==> config.mk <==
export PLATFORM = sky130hd
export DESIGN_NAME = pipa_pulse_gen
export DESIGN_NICKNAME = d
export VERILOG_FILES = /design/src/rtl/agc_sim_pkg.sv /design/src/rtl/pipa_axis.sv /design/src/rtl/pipa_pulse_gen.sv
export SDC_FILE = /design/constraint.sdc
export NUM_CORES = 1
export LEC_CHECK = 0
export BUFFER_PORTS_ARGS = -buffer_cell sky130_fd_sc_hd__buf_2
export CAP_MARGIN = 20
export CELL_PAD_IN_SITES_DETAIL_PLACEMENT = 1
export CELL_PAD_IN_SITES_GLOBAL_PLACEMENT = 1
export CORE_ASPECT_RATIO = 0.9
export CORE_MARGIN = 2
export CORE_UTILIZATION = 44
export DETAILED_ROUTE_END_ITERATION = 8
export PLACE_DENSITY = 0.77
export SYNTH_ARGS = -nofsm -noshare
export SYNTH_HDL_FRONTEND = slang
export SYNTH_SLANG_ARGS = --single-unit
==> constraint.sdc <==
create_clock -name clk -period 4 [get_ports clk]
set_input_delay 0.8 -clock clk [delete_from_list [all_inputs] [get_ports clk]]
set_output_delay 0.8 -clock clk [all_outputs]
set_load 0.01 [all_outputs]
==> src/rtl/agc_sim_pkg.sv <==
// Shared types and defaults for the AGC board-level simulators.
//   pipa_dir_t  : direction latched for one PIPA slot (none / plus / minus)
//   DefModeLen  : default slots per moding cycle
//   DefAccW     : default signed width of the per-axis pending-pulse accumulator
package agc_sim_pkg;

  typedef enum logic [1:0] {
    DirNone  = 2'd0,
    DirPlus  = 2'd1,
    DirMinus = 2'd2
  } pipa_dir_t;

  localparam int unsigned DefModeLen = 6;
  localparam int unsigned DefAccW    = 12;

endpackage

==> src/rtl/pipa_axis.sv <==
// One simulated PIPA axis: pending-pulse accumulator with saturation, slot direction register
// and pipdat output gating.
// Ports:
//   clk, rst_n   : clock, asynchronous active-low reset
//   slot         : one-clk slot event (synchronised pipasw rising edge)
//   moding_en    : emit the nominal moding pattern when nothing is pending
//   moding_plus  : current moding phase lies in the plus half of the cycle
//   pipdat       : synchronised data gate
//   cmd_hit      : accepted command targets this axis
//   cmd_delta    : signed pulse count to add
//   pipa_p/m     : registered plus/minus pulse outputs
//   pending      : accumulator nonzero
//   sat          : combinational, high in the cycle an update clamps
module pipa_axis
  import agc_sim_pkg::*;
#(
  parameter int unsigned AccW   = DefAccW,
  parameter int unsigned DeltaW = 8
) (
  input  logic              clk,
  input  logic              rst_n,
  input  logic              slot,
  input  logic              moding_en,
  input  logic              moding_plus,
  input  logic              pipdat,
  input  logic              cmd_hit,
  input  logic [DeltaW-1:0] cmd_delta,
  output logic              pipa_p,
  output logic              pipa_m,
  output logic              pending,
  output logic              sat
);

  // Two guard bits hold acc - step + delta without overflow (DeltaW <= AccW).
  localparam int unsigned SumW = AccW + 2;
  localparam logic signed [SumW-1:0] AccMax = {3'b000, {(AccW - 1){1'b1}}};
  localparam logic signed [SumW-1:0] AccMin = {3'b111, {(AccW - 1){1'b0}}};

  logic signed [AccW-1:0] acc_q, acc_d;
  pipa_dir_t              dir_q, dir_d;
  logic                   p_q, m_q;
  logic signed [SumW-1:0] acc_ext, step, delta_ext, sum;

  always_comb begin
    acc_ext   = {{2{acc_q[AccW-1]}}, acc_q};
    delta_ext = cmd_hit ? {{(SumW - DeltaW){cmd_delta[DeltaW-1]}}, cmd_delta} : '0;
    step      = '0;
    dir_d     = dir_q;
    if (slot) begin
      // Pending injection takes the slot ahead of the moding pattern.
      if (acc_q > 0) begin
        dir_d = DirPlus;
        step  = SumW'(1);
      end else if (acc_q < 0) begin
        dir_d = DirMinus;
        step  = '1;
      end else if (moding_en) begin
        dir_d = moding_plus ? DirPlus : DirMinus;
      end else begin
        dir_d = DirNone;
      end
    end
    // Slot step and command merge into a single saturating update.
    sum = acc_ext - step + delta_ext;
    sat = 1'b0;
    if (sum > AccMax) begin
      acc_d = AccMax[AccW-1:0];
      sat   = 1'b1;
    end else if (sum < AccMin) begin
      acc_d = AccMin[AccW-1:0];
      sat   = 1'b1;
    end else begin
      acc_d = sum[AccW-1:0];
    end
  end

  always_ff @(posedge clk or negedge rst_n) begin
    if (!rst_n) begin
      acc_q <= '0;
      dir_q <= DirNone;
      p_q   <= 1'b0;
      m_q   <= 1'b0;
    end else begin
      acc_q <= acc_d;
      dir_q <= dir_d;
      p_q   <= pipdat && (dir_q == DirPlus);
      m_q   <= pipdat && (dir_q == DirMinus);
    end
  end

  assign pipa_p  = p_q;
  assign pipa_m  = m_q;
  assign pending = (acc_q != '0);

endmodule

==> src/rtl/pipa_pulse_gen.sv <==
// PIPA accelerometer simulator driving the AGC PIPA inputs: N independent axes, configurable
// moding cycle, per-axis signed delta-V injection over a valid/ready command port.
// Ports:
//   clk, rst_n          : prop_clk domain clock, asynchronous active-low reset
//   pipasw, pipdat      : AGC sample strobe and data gate (asynchronous to clk)
//   moding_en           : emit nominal moding pattern on idle slots
//   cmd_valid/ready     : injection handshake
//   cmd_axis, cmd_delta : target axis and signed pulse count
//   pipa_p, pipa_m      : plus/minus pulse per axis (index 0 = X)
//   pending             : per-axis accumulator nonzero
//   sat_err             : sticky accumulate saturation flag, cleared only by reset
module pipa_pulse_gen
  import agc_sim_pkg::*;
#(
  parameter int unsigned N_AXES   = 3,
  parameter int unsigned MODE_LEN = DefModeLen,
  parameter int unsigned ACC_W    = DefAccW,
  parameter int unsigned DELTA_W  = 8,
  localparam int unsigned AxisW   = (N_AXES > 1) ? $clog2(N_AXES) : 1
) (
  input  logic               clk,
  input  logic               rst_n,
  input  logic               pipasw,
  input  logic               pipdat,
  input  logic               moding_en,
  input  logic               cmd_valid,
  output logic               cmd_ready,
  input  logic [AxisW-1:0]   cmd_axis,
  input  logic [DELTA_W-1:0] cmd_delta,
  output logic [N_AXES-1:0]  pipa_p,
  output logic [N_AXES-1:0]  pipa_m,
  output logic [N_AXES-1:0]  pending,
  output logic               sat_err
);

  localparam int unsigned PhaseW = (MODE_LEN > 2) ? $clog2(MODE_LEN) : 1;

  logic [1:0]        sw_sync_q, pd_sync_q;
  logic              sw_prev_q;
  logic              slot;
  logic [PhaseW-1:0] phase_q, phase_d;
  logic              moding_plus;
  logic              ready_q;
  logic              sat_err_q;
  logic [N_AXES-1:0] sat_vec;

  // Slot event is the rising edge of the synchronised strobe; pd_sync_q[1] shares its latency.
  assign slot        = sw_sync_q[1] & ~sw_prev_q;
  assign moding_plus = (phase_q < PhaseW'(MODE_LEN / 2));

  always_comb begin
    phase_d = phase_q;
    if (slot) begin
      phase_d = (phase_q == PhaseW'(MODE_LEN - 1)) ? '0 : phase_q + PhaseW'(1);
    end
  end

  always_ff @(posedge clk or negedge rst_n) begin
    if (!rst_n) begin
      sw_sync_q <= '0;
      pd_sync_q <= '0;
      sw_prev_q <= 1'b0;
      phase_q   <= '0;
      ready_q   <= 1'b0;
      sat_err_q <= 1'b0;
    end else begin
      sw_sync_q <= {sw_sync_q[0], pipasw};
      pd_sync_q <= {pd_sync_q[0], pipdat};
      sw_prev_q <= sw_sync_q[1];
      phase_q   <= phase_d;
      ready_q   <= 1'b1;
      sat_err_q <= sat_err_q | (|sat_vec);
    end
  end

  assign cmd_ready = ready_q;
  assign sat_err   = sat_err_q;

  // Out-of-range axis indices match no instance, so such commands are dropped.
  for (genvar i = 0; i < N_AXES; i++) begin : g_axis
    logic hit;
    assign hit = cmd_valid && ready_q && (cmd_axis == AxisW'(i));

    pipa_axis #(
      .AccW  (ACC_W),
      .DeltaW(DELTA_W)
    ) u_axis (
      .clk        (clk),
      .rst_n      (rst_n),
      .slot       (slot),
      .moding_en  (moding_en),
      .moding_plus(moding_plus),
      .pipdat     (pd_sync_q[1]),
      .cmd_hit    (hit),
      .cmd_delta  (cmd_delta),
      .pipa_p     (pipa_p[i]),
      .pipa_m     (pipa_m[i]),
      .pending    (pending[i]),
      .sat        (sat_vec[i])
    );
  end

endmodule

# After elaboration in Yosys (flattened, before gate mapping)
# Cells that the tools add are included.
op_classes:
  n_lt_le_gt_ge: 13
  bitwise_logic: 3
  n_eq_ne: 9
  addsub: 7
  n_mux: 33
  n_reduce_logical: 15
ops:
  columns: ["cell", "n"]
  rows:
  - ["2-to-1 mux 14 bit", 12]
  - ["2-to-1 mux 12 bit", 6]
  - ["adder 14 bit", 3]
  - ["greater-than comparator 14 x 12 -> 1 bit (second input constant)", 3]
  - ["< comparator 14 x 12 -> 1 bit (second input constant)", 3]
  - ["subtractor 12 x 14 -> 14 bit", 3]
  - ["greater-than comparator 12 x 1 -> 1 bit (second input constant)", 3]
  - ["< comparator 12 x 1 -> 1 bit (second input constant)", 3]
  - ["nonzero test 12 bit", 3]
  - ["2-to-1 mux 2 bit", 8]
  - ["logical AND 1 bit", 10]
  - ["== test 2 x 1 -> 1 bit (second input constant)", 4]
  - ["== test 2 bit (second input constant)", 4]
  - ["2-to-1 mux 1 bit", 6]
  - ["adder 3 x 1 -> 3 bit (second input constant)", 1]
  - ["== test 3 bit (second input constant)", 1]
  - ["< comparator 3 x 2 -> 1 bit (second input constant)", 1]
  - ["2-to-1 mux 3 bit", 1]
  - ["OR reduction 3 bit", 1]
  - ["logical NOT 2 bit", 1]
  - ["bitwise AND 1 bit", 1]
  - ["NOT 1 bit", 1]
  - ["bitwise OR 1 bit", 1]
word_totals:
  input_bits: 16
  reg_bits: 58
  elab_cells: 98

# Logic depth before layout (Yosys ltp)
# Gate-level depths: netlist of run 1.
depth:
  ltp_word: 11
  mapped_depth: 17
  ltp_nobuf: 16

# Modules after synthesis
# Synthesis of run 1 repeated with hierarchy kept, for this count alone.
unflattened:
  hier_cells: 615
  area_unflattened_um2: 5719.2
by_module_without_submodules:
  columns: ["mod", "area_each_um2", "cells_each", "seq_area_each_um2", "n_inst"]
  rows:
  - ["pipa_axis at g_axis[1].u_axis ...", 1786.7, 197, 400.4, 2]
  - ["pipa_axis at g_axis[0].u_axis", 1798.0, 197, 400.4, 1]
  - ["pipa_pulse_gen", 347.8, 24, 250.2, 1]

# Worst setup path before layout of run 1
# OpenSTA, ideal clock, no wires.
synth_timing:
  path_type: "input -> register"
  start: "in cmd_valid"
  end: "reg g_axis[2].u_axis.acc_q[1]"
  arrival_time_ns: 4.047
  path_stages: 13
  n_path_buf: 1
  required_ns: 3.882
  setup_time_ns: 0.118
  slack_ns: -0.166
  cell_sequence: "nand2_1 -> nor3b_1 -> and2_1 -> fa_1 -> ha_1 -> a21o_1 -> a21o_2 -> a221o_2 -> a211o_1 -> a21oi_1 -> nor4_2 -> buf_6 -> a21o_1"
synth_via:
  elab_chain_len: 7
  elab_cells_between_ends: 8
  cone_classes: "add/sub: 1; order compare: 2; mux: 3; reduce/logical: 2"
synth_rtl:
  columns: ["element", "line", "rtl"]
  rows:
  - ["start, declared", "pipa_pulse_gen.sv:26", "input logic cmd_valid,"]
  - ["logical AND 1 bit * (2 in series)", "pipa_pulse_gen.sv:82", "assign hit = cmd_valid && ready_q && (cmd_axis == AxisW'(i));"]
  - ["2-to-1 mux 14 bit *", "pipa_axis.sv:46", "delta_ext = cmd_hit ? {{(SumW - DeltaW){cmd_delta[DeltaW-1]}}, cmd_delta} : '0;"]
  - ["adder 14 bit *", "pipa_axis.sv:64", "sum = acc_ext - step + delta_ext;"]
  - ["< comparator 14 x 12 -> 1 bit", "pipa_axis.sv:69", "end else if (sum < AccMin) begin"]
  - ["2-to-1 mux 12 bit", "pipa_axis.sv:69", null]
  - ["2-to-1 mux 12 bit *", "pipa_axis.sv:66", "if (sum > AccMax) begin"]
  - ["via g_axis[2].u_axis.acc_d[1]", "pipa_axis.sv:39", "logic signed [AccW-1:0] acc_q, acc_d;"]
  - ["end signal, assigned", "pipa_axis.sv:79", "acc_q <= '0;"]
  - ["end signal, assigned", "pipa_axis.sv:84", "acc_q <= acc_d;"]
  - ["end, declared", "pipa_axis.sv:39", null]
# The timed path passes the listed nets; every way through them passes the cells marked *.
# A chain may end at the register's enable or synchronous reset.

# Worst setup path after layout of run 1
layout_timing:
  start: "in cmd_axis[1]"
  end: "reg g_axis[2].u_axis.acc_q[3]"
layout_via:
  elab_chain_len: 7
  elab_cells_between_ends: 8
  cone_classes: "add/sub: 1; order compare: 2; eq/ne: 1; mux: 3; reduce/logical: 1"
layout_rtl:
  columns: ["element", "line", "rtl"]
  rows:
  - ["start, declared", "pipa_pulse_gen.sv:28", "input logic [AxisW-1:0] cmd_axis,"]
  - ["== test 2 bit *", "pipa_pulse_gen.sv:82", null]
  - ["logical AND 1 bit *", "pipa_pulse_gen.sv:82", null]
  - ["2-to-1 mux 14 bit *", "pipa_axis.sv:46", null]
  - ["adder 14 bit *", "pipa_axis.sv:64", null]
  - ["< comparator 14 x 12 -> 1 bit", "pipa_axis.sv:69", null]
  - ["2-to-1 mux 12 bit", "pipa_axis.sv:69", null]
  - ["2-to-1 mux 12 bit *", "pipa_axis.sv:66", null]
  - ["via g_axis[2].u_axis.acc_d[3]", "pipa_axis.sv:39", null]
# Marked as above.

==> results_dict.tcl, run 1 <==
set metrics [dict create \
    dp_slack_ns -0.757 \
    routed-via-count 5254 \
    critPathCaptureType "flip-flop" \
    fp.dieW_um 118 \
    antenna_left 0 \
    wire_per_inst_um 25.2 \
    clk-insertion-delay-late_ns 0.35 \
    fin_crit_sh 1.04 \
    dpl.hpwl_um 13000 \
    grt_antenna_before_repair 0 \
    worst_slack_ns -0.142 \
    required_ns 4.23 \
    drv_slew 0 \
    drive_above_1_share 0.367 \
    die-area_sq_mm 0.0126 \
    die_h_um 107 \
    synth_cells 565 \
    violations "DRC, setup timing" \
    rsz0062_at_grt "true" \
    htreeDepth 3 \
    rr_endpoint "sat_err" \
    worst_hold_slack_ns 0.351 \
    tritoncts "done" \
    maxSlewHeadroom 0.560 \
    rows 37 \
    cts_made_buffers 9 \
    synth.top_cell.area_share 0.280 \
    async_flop_share 1.00 \
    area_growth_pct 41.6 \
    cp_max_fo 7 \
    dpl.cell_count 847 \
    syn-num-nets 659 \
    hold_violations 0 \
    cts_buffer_depth 2 \
    drtPass1Iterations 8 \
    cap_violations 0 \
    hold_class "flip-flop to flip-flop" \
    initial_core_util 0.453 \
    grt_overflow_total 0 \
    grt_usage 0.294 \
    critPathArrivalTime_ns 4.37 \
    synth.distinct_cells 66 \
    synth-edff-count 0 \
    max_freq_ghz 0.241 \
    first_global_vias 5506 \
    drc 2 \
    path_class "primary input to flip-flop" \
    via_per_inst 5.94 \
    diodes 0 \
    yosysSeqAreaShare 0.280 \
    wl_um 22200 \
    synth_top_area_cell "dfrtp_1" \
    critPathLaunchType "primary input" \
    min_period_ns 4.14 \
    finClkSkew_ns 0.00520 \
    yosysWarningCount 0 \
    root_buffer "clkbuf_16" \
    endpoint "g_axis[2].u_axis.acc_q[3]" \
    stdcell_count 884 \
    routabilityCongestion 0.943 \
    clkTransAtPathRegs_ns 0.06 \
    synth.avg_cell_area_sq_um 9.16 \
    synth_area_sq_mm 0.00518 \
    fin_area_sq_mm 0.00733 \
    r2r-start "g_axis[0].u_axis.acc_q[8]" \
    grt_max_degree 32 \
    status "finished, violations left" \
    post_dp_cell_area_sq_mm 0.00630 \
    synth_seq_cells 58 \
    nFillCells 1267 \
    port_buffers 26 \
    placeableCoreArea_sq_mm 0.0114 \
    hp-start "sw_sync_q[0]" \
    timing.reg2reg.setup_slack_ns -0.11 \
    rr_worst_depth 18 \
    grt_pass1_wl_um 28700 \
    dr.first_iter.drc_count 315 \
    cts_hold_buffers 0 \
    worst_pin_slew_ns 0.659 \
    finalNetCount 817 \
    yosys-top-cells-area "dfrtp_1 (28%), fa_1 (14%), ha_1 (10%)" \
    synth_ff_type "dfrtp_1" \
    numClockSinks 58 \
    setup_violations 24 \
    crit_start "cmd_axis[1]" \
    io_pins 27 \
]
## cells by family (layout without fill, tap and decap cells)
kind of cell               count (synthesis)  in the layout  share of synthesized area
muxes                                      2              2                    0.00387
AOI/OAI and AO/OA                        136            136                      0.185
other                                      1              1                   0.000724
adders and majority gates                 78             78                      0.241
buffers and inverters                    104            266                     0.0839
DFF                                       58             58                      0.280
and+or+nand+nor                          158            159                      0.158
xor gates and xnor gates                  28             28                     0.0474
## area by class of cell
cell class | count | area [sq um] | share of cell area
inverters | 86 | 327 | 0.0446
clock inverters | 6 | 90.1 | 0.0123
well taps | 156 | 195 | 0.0266
clock buffers | 10 | 239 | 0.0326
multi-input cells | 404 | 3800 | 0.518
repair buffers | 164 | 1230 | 0.168
flip-flops and latches | 58 | 1450 | 0.198
## timing repair
| action | CTS | global route |
|---|---|---|
| resized for setup | 19 | 83 |
| setup buffers | 6 | 14 |
| cloned | 1 | 1 |
| endpoints found under the setup margin | 26 | 34 |
| endpoints found under the hold margin | 0 | 0 |
| pin swaps | 5 | 33 |
## registers in the layout, summed over array words and instances (netlist names)
signal,count
phase_q,3
g_axis.u_axis.dir_q,6
cmd_ready,1
sw_prev_q,1
g_axis.u_axis.pipa_p,3
g_axis.u_axis.pipa_m,3
sat_err,1
pd_sync_q,2
g_axis.u_axis.acc_q,36
sw_sync_q,2
## cell usage after synthesis, drive strengths merged (14+ instances only)
library cell / number
nor4: 14
ha: 42
o21ai: 25
nand2: 46
a21o: 32
a21oi: 30
dfrtp: 58
inv: 86
fa: 36
nor2: 29
and2: 15
xnor2: 19
## worst max-delay path: stages
cell and delay (ns):
buf_2 0.10, nor3b_2 0.16, buf_4 0.16, and2_1 0.18
fa_1 0.52, inv_1 0.11, fa_1 0.52, nor2b_2 0.20
o31a_1 0.25, o21ai_4 0.10, o21ai_4 0.20, buf_4 0.16
nand2_1 0.10, a311oi_4 0.41, nor3_2 0.17, a21o_1 0.21
## cells in the final DEF (no fill, tap or decap), types with 9 or more instances in the layout
cell type,synthesis,final
buf_4,9,130
inv_1,86,83
dfrtp_1,58,58
nand2_1,46,42
fa_1,36,35
ha_1,42,31
a21o_1,30,30
nor2_1,28,27
buf_2,2,25
a21oi_1,30,23
o21ai_0,23,20
xnor2_1,19,19
o21a_1,10,10
and2_1,15,9
xor2_1,9,9
clkbuf_16,0,9
## worst min path at each step
stage                     depth (start not counted)  slack (ns)           end
after floorplan                                   0        0.33  pd_sync_q[1]
after global placement                            0        0.34  sw_sync_q[1]
after detailed placement                          0        0.34  sw_sync_q[1]
after CTS                                         0        0.35  sw_sync_q[1]
after global routing                              0        0.36  sw_sync_q[1]
final                                             0        0.35  sw_sync_q[1]
## stage by stage
stage,util,TNS (ns)
floorplan,-,-0.0504
global placement,0.551,-11.05
detailed placement,0.551,-17.15
CTS,0.593,0
global route,0.641,-6.59
finish,0.641,-1.66
## routing by layer
metal / routed length (um) / vias to the layer above / track usage
li1: - / 2243 / -
met1: 8100 / 2661 / 0.323
met2: 11500 / 238 / 0.551
met3: 1070 / 112 / 0.0537
met4: 1530 / 0 / 0.133
met5: 0 / - / 0
Power of run 1 is left out: the tool's default activity adds up to more than one toggle a clock period on the data nets, which glitch-free logic cannot reach.
==> inputs of run 2 (changes only) <==
Settings changed: PLACE_DENSITY 0.77 to 0.75.
==> results_dict.tcl, run 2 (synthesis results as in run 1) <==
set metrics [dict create \
    critPathArrivalTime_ns 4.40 \
    violations "setup timing" \
    final_common_cell "buf_4" \
    grt_pass1_wl_um 28400 \
    cap_violations 0 \
    tritoncts "done" \
    hold_class "flip-flop to flip-flop" \
    initial_core_util 0.453 \
    min_period_ns 4.12 \
    rows 37 \
    dp_slack_ns -0.800 \
    drive_above_1_share 0.355 \
    port_buffers 26 \
    status "finished, violations left" \
    placeableCoreArea_sq_mm 0.0114 \
    cts_made_buffers 9 \
    wl_um 22600 \
    root_buffer "clkbuf_16" \
    die-area_sq_mm 0.0126 \
    worst_slack_ns -0.121 \
    cts_hold_buffers 0 \
    die_h_um 107 \
    grt_antenna_before_repair 0 \
    grt_overflow_total 0 \
    regArea_sq_mm 0.00145 \
    dpl.cell_count 840 \
    clk-insertion-delay-late_ns 0.35 \
    crit_start "cmd_axis[0]" \
    required_ns 4.28 \
    top_regs "g_axis.u_axis.acc_q (36), g_axis.u_axis.dir_q (6)" \
    post_dp_cell_area_sq_mm 0.00626 \
    drtPass1Iterations 5 \
    setup_violations 34 \
    numClockSinks 58 \
    routed-via-count 5275 \
    max_stage_delay_ns 0.49 \
    finClkSkew_ns 0.00586 \
    worst_pin_slew_ns 0.543 \
    top_register "g_axis.u_axis.acc_q" \
    routabilityCongestion 0.884 \
    multi_input_area_sq_mm 0.00382 \
    cp_cell_sequence "buf_2 -> nor3b_2 -> buf_4 -> and2_1 -> fa_1 -> ha_1 -> nor2b_1 -> o31a_1 -> o21ai_2 -> o21ai_2 -> a21o_1 -> and4_1 -> nor4_4 -> buf_6 -> a21o_1" \
    grt_max_degree 43 \
    grt_usage 0.290 \
    r2r-start "g_axis[1].u_axis.acc_q[11]" \
    nFillCells 1282 \
    hold_violations 0 \
    via_per_inst 6.03 \
    wire_per_inst_um 25.8 \
    clkTransAtPathRegs_ns 0.06 \
    drv_slew 0 \
    fp.dieW_um 118 \
    mostFrequentLayoutCells "buf_4 (117), inv_1 (83), dfrtp_1 (58)" \
    cts_buffer_depth 2 \
    cp_max_fo 9 \
    area_growth_pct 41.3 \
    wl_met2_um 11900 \
    slowest_stage "fa_1" \
    met1_length_um 8230 \
    maxSlewHeadroom 0.634 \
    drc 0 \
    largest_register_ffs 36 \
    dr.first_iter.drc_count 339 \
    dr_wl_met3_um 1030 \
    hp-start "sw_sync_q[0]" \
    worst_hold_slack_ns 0.353 \
    fin_area_sq_mm 0.00731 \
    path_class "primary input to flip-flop" \
    dpl.hpwl_um 12400 \
    first_global_vias 5481 \
    highest_layer "met4" \
    critPathLaunchType "primary input" \
    stdcell_count 875 \
    antenna_left 0 \
    io_pins 27 \
    finalNetCount 808 \
    rsz0062_at_grt "true" \
    fin_crit_sh 1.03 \
    htreeDepth 3 \
    critPathCaptureType "flip-flop" \
    max_freq_ghz 0.243 \
    diodes 0 \
]
## run 2: cell types whose count changed in the layout (fill, tap and decap cells not counted), moves of 3 or more
cell	previous run	this run
buf_4	130	117
buf_6	6	9
nand2_1	42	39
nand2_4	0	3
nor3_2	4	1
## run 2: timing repair
| item | CTS | global route |
|---|---|---|
| cloned | 0 | 2 |
| setup endpoints to repair | 33 | 34 |
| pin swaps | 11 | 33 |
| buffers inserted | 7 | 10 |
| gates resized for setup | 25 | 83 |
## run 2: cell type report
type                       instances  area share
tap                              156      0.0267
multi-input combinational        403       0.522
clock inverter                     7      0.0140
clock buffer                       9      0.0308
timing repair buffer             156       0.163
sequential                        58       0.198
inverter                          86      0.0447
## run 2: per-layer routing
| layer | track usage | vias to the layer above |
|---|---|---|
| li1 | - | 2212 |
| met1 | 0.326 | 2712 |
| met2 | 0.546 | 234 |
| met3 | 0.0457 | 117 |
| met4 | 0.120 | 0 |
| met5 | 0 | - |
## run 2: path summary, 6_finish.rpt
| path | slack, ns | endpoint | cells after the start |
|---|---|---|---|
| max | -0.12 | g_axis[2].u_axis.acc_q[2] | 15 |
| min | 0.35 | sw_sync_q[1] | 0 |
| min reg2reg | 0.35 | sw_sync_q[1] | 0 |
| min in group asynchronous | 0.40 | g_axis[0].u_axis.acc_q[0] | 1 |
| max reg2reg | -0.09 | g_axis[1].u_axis.acc_q[5] | 17 |
| max in group asynchronous | 2.99 | g_axis[2].u_axis.pipa_m | 2 |
## run 2: worst max-delay path, delay by kind of cell
| family | cells | cell delay, ns |
|---|---|---|
| simple gates | 5 | 1.29 |
| compound gates | 5 | 0.92 |
| fa+ha+maj | 2 | 0.86 |
| buf+inv | 3 | 0.54 |
## run 2: stage by stage
step | utilization | TNS (ns)
after floorplan | - | -0.0504
after global placement | 0.547 | -14.40
after detailed placement | 0.547 | -19.77
after CTS | 0.592 | -0.0110
after global routing | 0.640 | -5.36
final | 0.640 | -2.20
Power of run 2 is left out for the same reason.
==> inputs of run 3 (changes only) <==
Settings changed: CORE_UTILIZATION 44 to 52, PLACE_DENSITY 0.75 to 0.83.
Clock period 4 ns to 5.2 ns, I/O delays scaled along.
==> results_dict.tcl, run 3 (synthesis results as in run 1) <==
set metrics [dict create \
    setup_violations 0 \
    highest_layer "met4" \
    routabilityCongestion 0.861 \
    fp.dieW_um 109 \
    wl_met2_um 6760 \
    drive_above_1_share 0.107 \
    diodes 0 \
    top_register "g_axis.u_axis.acc_q" \
    max_freq_ghz 0.212 \
    tritoncts "done" \
    io_pins 27 \
    dr.first_iter.drc_count 207 \
    area_growth_pct 8.65 \
    critPathLaunchType "primary input" \
    worst_pin_slew_ns 1.07 \
    postCtsSetupBuffers 0 \
    drtPass1Iterations 4 \
    htreeDepth 3 \
    maxSlewHeadroom 0.283 \
    dr_wl_met3_um 405 \
    status "finished, final reports clean" \
    fin_crit_sh 0.907 \
    r2r-start "sw_sync_q[1]" \
    critPathCaptureType "flip-flop" \
    initial_core_util 0.536 \
    clkTransAtPathRegs_ns 0.07 \
    grt_max_degree 59 \
    cts_buffer_depth 2 \
    finalNetCount 687 \
    largest_register_ffs 36 \
    grt_pass1_wl_um 22900 \
    cp_max_fo 12 \
    die_h_um 98.7 \
    met1_length_um 6200 \
    drv_slew 0 \
    min_period_ns 4.72 \
    finClkSkew_ns 0.00669 \
    hold_class "flip-flop to flip-flop" \
    first_global_vias 4484 \
    die-area_sq_mm 0.0108 \
    fin_tns_setup_ns 0 \
    path_class "primary input to flip-flop" \
    hold_violations 0 \
    numClockSinks 58 \
    required_ns 5.48 \
    grt_overflow_total 0 \
    root_buffer "clkbuf_8" \
    cts_made_buffers 9 \
    hold_depth 0 \
    wire_per_inst_um 19.1 \
    top_regs "g_axis.u_axis.acc_q (36), g_axis.u_axis.dir_q (6)" \
    min_to "pd_sync_q[1]" \
    rsz0062_at_grt "false" \
    critPathArrivalTime_ns 4.99 \
    mostFrequentLayoutCells "inv_1 (86), dfrtp_1 (58), nand2_1 (46)" \
    cap_violations 0 \
    stdcell_count 724 \
    post_cts_resized 0 \
    hp-start "pd_sync_q[0]" \
    cts_hold_buffers 0 \
    port_buffers 26 \
    dpl.cell_count 707 \
    rr_worst_depth 15 \
    routed-via-count 4181 \
    rr_endpoint "sat_err" \
    wl_um 13800 \
    antenna_left 0 \
    drc 0 \
    placeableCoreArea_sq_mm 0.00966 \
    rows 34 \
    nFillCells 1117 \
    clk-insertion-delay-late_ns 0.35 \
    dpl.hpwl_um 11200 \
    timing.reg2reg.setup_slack_ns 0.58 \
    grt_antenna_before_repair 0 \
    via_per_inst 5.77 \
    final_common_cell "inv_1" \
    grt_usage 0.279 \
]
[run 3: cell types whose count changed in the layout (fill, tap and decap cells not counted), moves of 5 or more]
cell	previous run	this run
and2_1	9	15
a21oi_1	23	30
a21oi_2	5	0
buf_6	9	0
clkbuf_8	0	11
nor4_1	6	13
and2_4	5	0
ha_4	8	0
clkbuf_16	10	0
ha_1	31	42
buf_4	117	8
nand2_1	39	46
[run 3: routing by layer]
| metal | global-route usage | up-vias |
|---|---|---|
| li1 | - | 1979 |
| met1 | 0.360 | 2096 |
| met2 | 0.465 | 70 |
| met3 | 0.0443 | 36 |
| met4 | 0.114 | 0 |
| met5 | 0 | - |
[run 3: layout make-up]
class | instances | area (sq um) | share of cell area
multi-input cells | 403 | 3290 | 0.585
flip-flops and latches | 58 | 1450 | 0.258
inverters | 86 | 323 | 0.0574
repair buffers | 35 | 198 | 0.0352
well taps | 126 | 158 | 0.0280
clock buffers | 11 | 151 | 0.0269
clock inverters | 5 | 52.6 | 0.00934
[run 3: worst max path at each step]
stage,slack (ns),endpoint,depth (start not counted),startpoint
CTS,0.42,g_axis[2].u_axis.acc_q[0],16,cmd_valid
detailed placement,0.12,g_axis[2].u_axis.acc_q[0],16,cmd_valid
floorplan,0.79,g_axis[2].u_axis.acc_q[1],13,cmd_valid
finish,0.48,sat_err,16,cmd_valid
global placement,0.37,g_axis[2].u_axis.acc_q[0],14,cmd_valid
global route,0.18,sat_err,15,cmd_valid
[run 3: per-stage QoR]
stage	hold WS [ns]	instance area [sq um]	util	worst slack, ns
finish	0.357	5620	0.582	0.483
global route	0.370	5620	0.582	0.178
CTS	0.361	5620	0.582	0.420
detailed placement	0.345	5410	0.561	0.116
global placement	0.337	5410	0.561	0.366
floorplan	0.331	5180	-	0.794
[run 3: critical path, cell delays in order]
cell      delay, ns
buf_2          0.09
nand2_1        0.08
nor3b_1        0.19
buf_4          0.18
nand2_1        0.09
fa_1           0.50
inv_1          0.05
ha_1           0.36
and2_1         0.17
a31oi_1        0.07
a31oi_2        0.32
a41oi_1        0.23
o41ai_2        0.37
a21oi_1        0.12
nor4_2         0.94
nand4b_1       0.20
Power of run 3 is left out for the same reason.
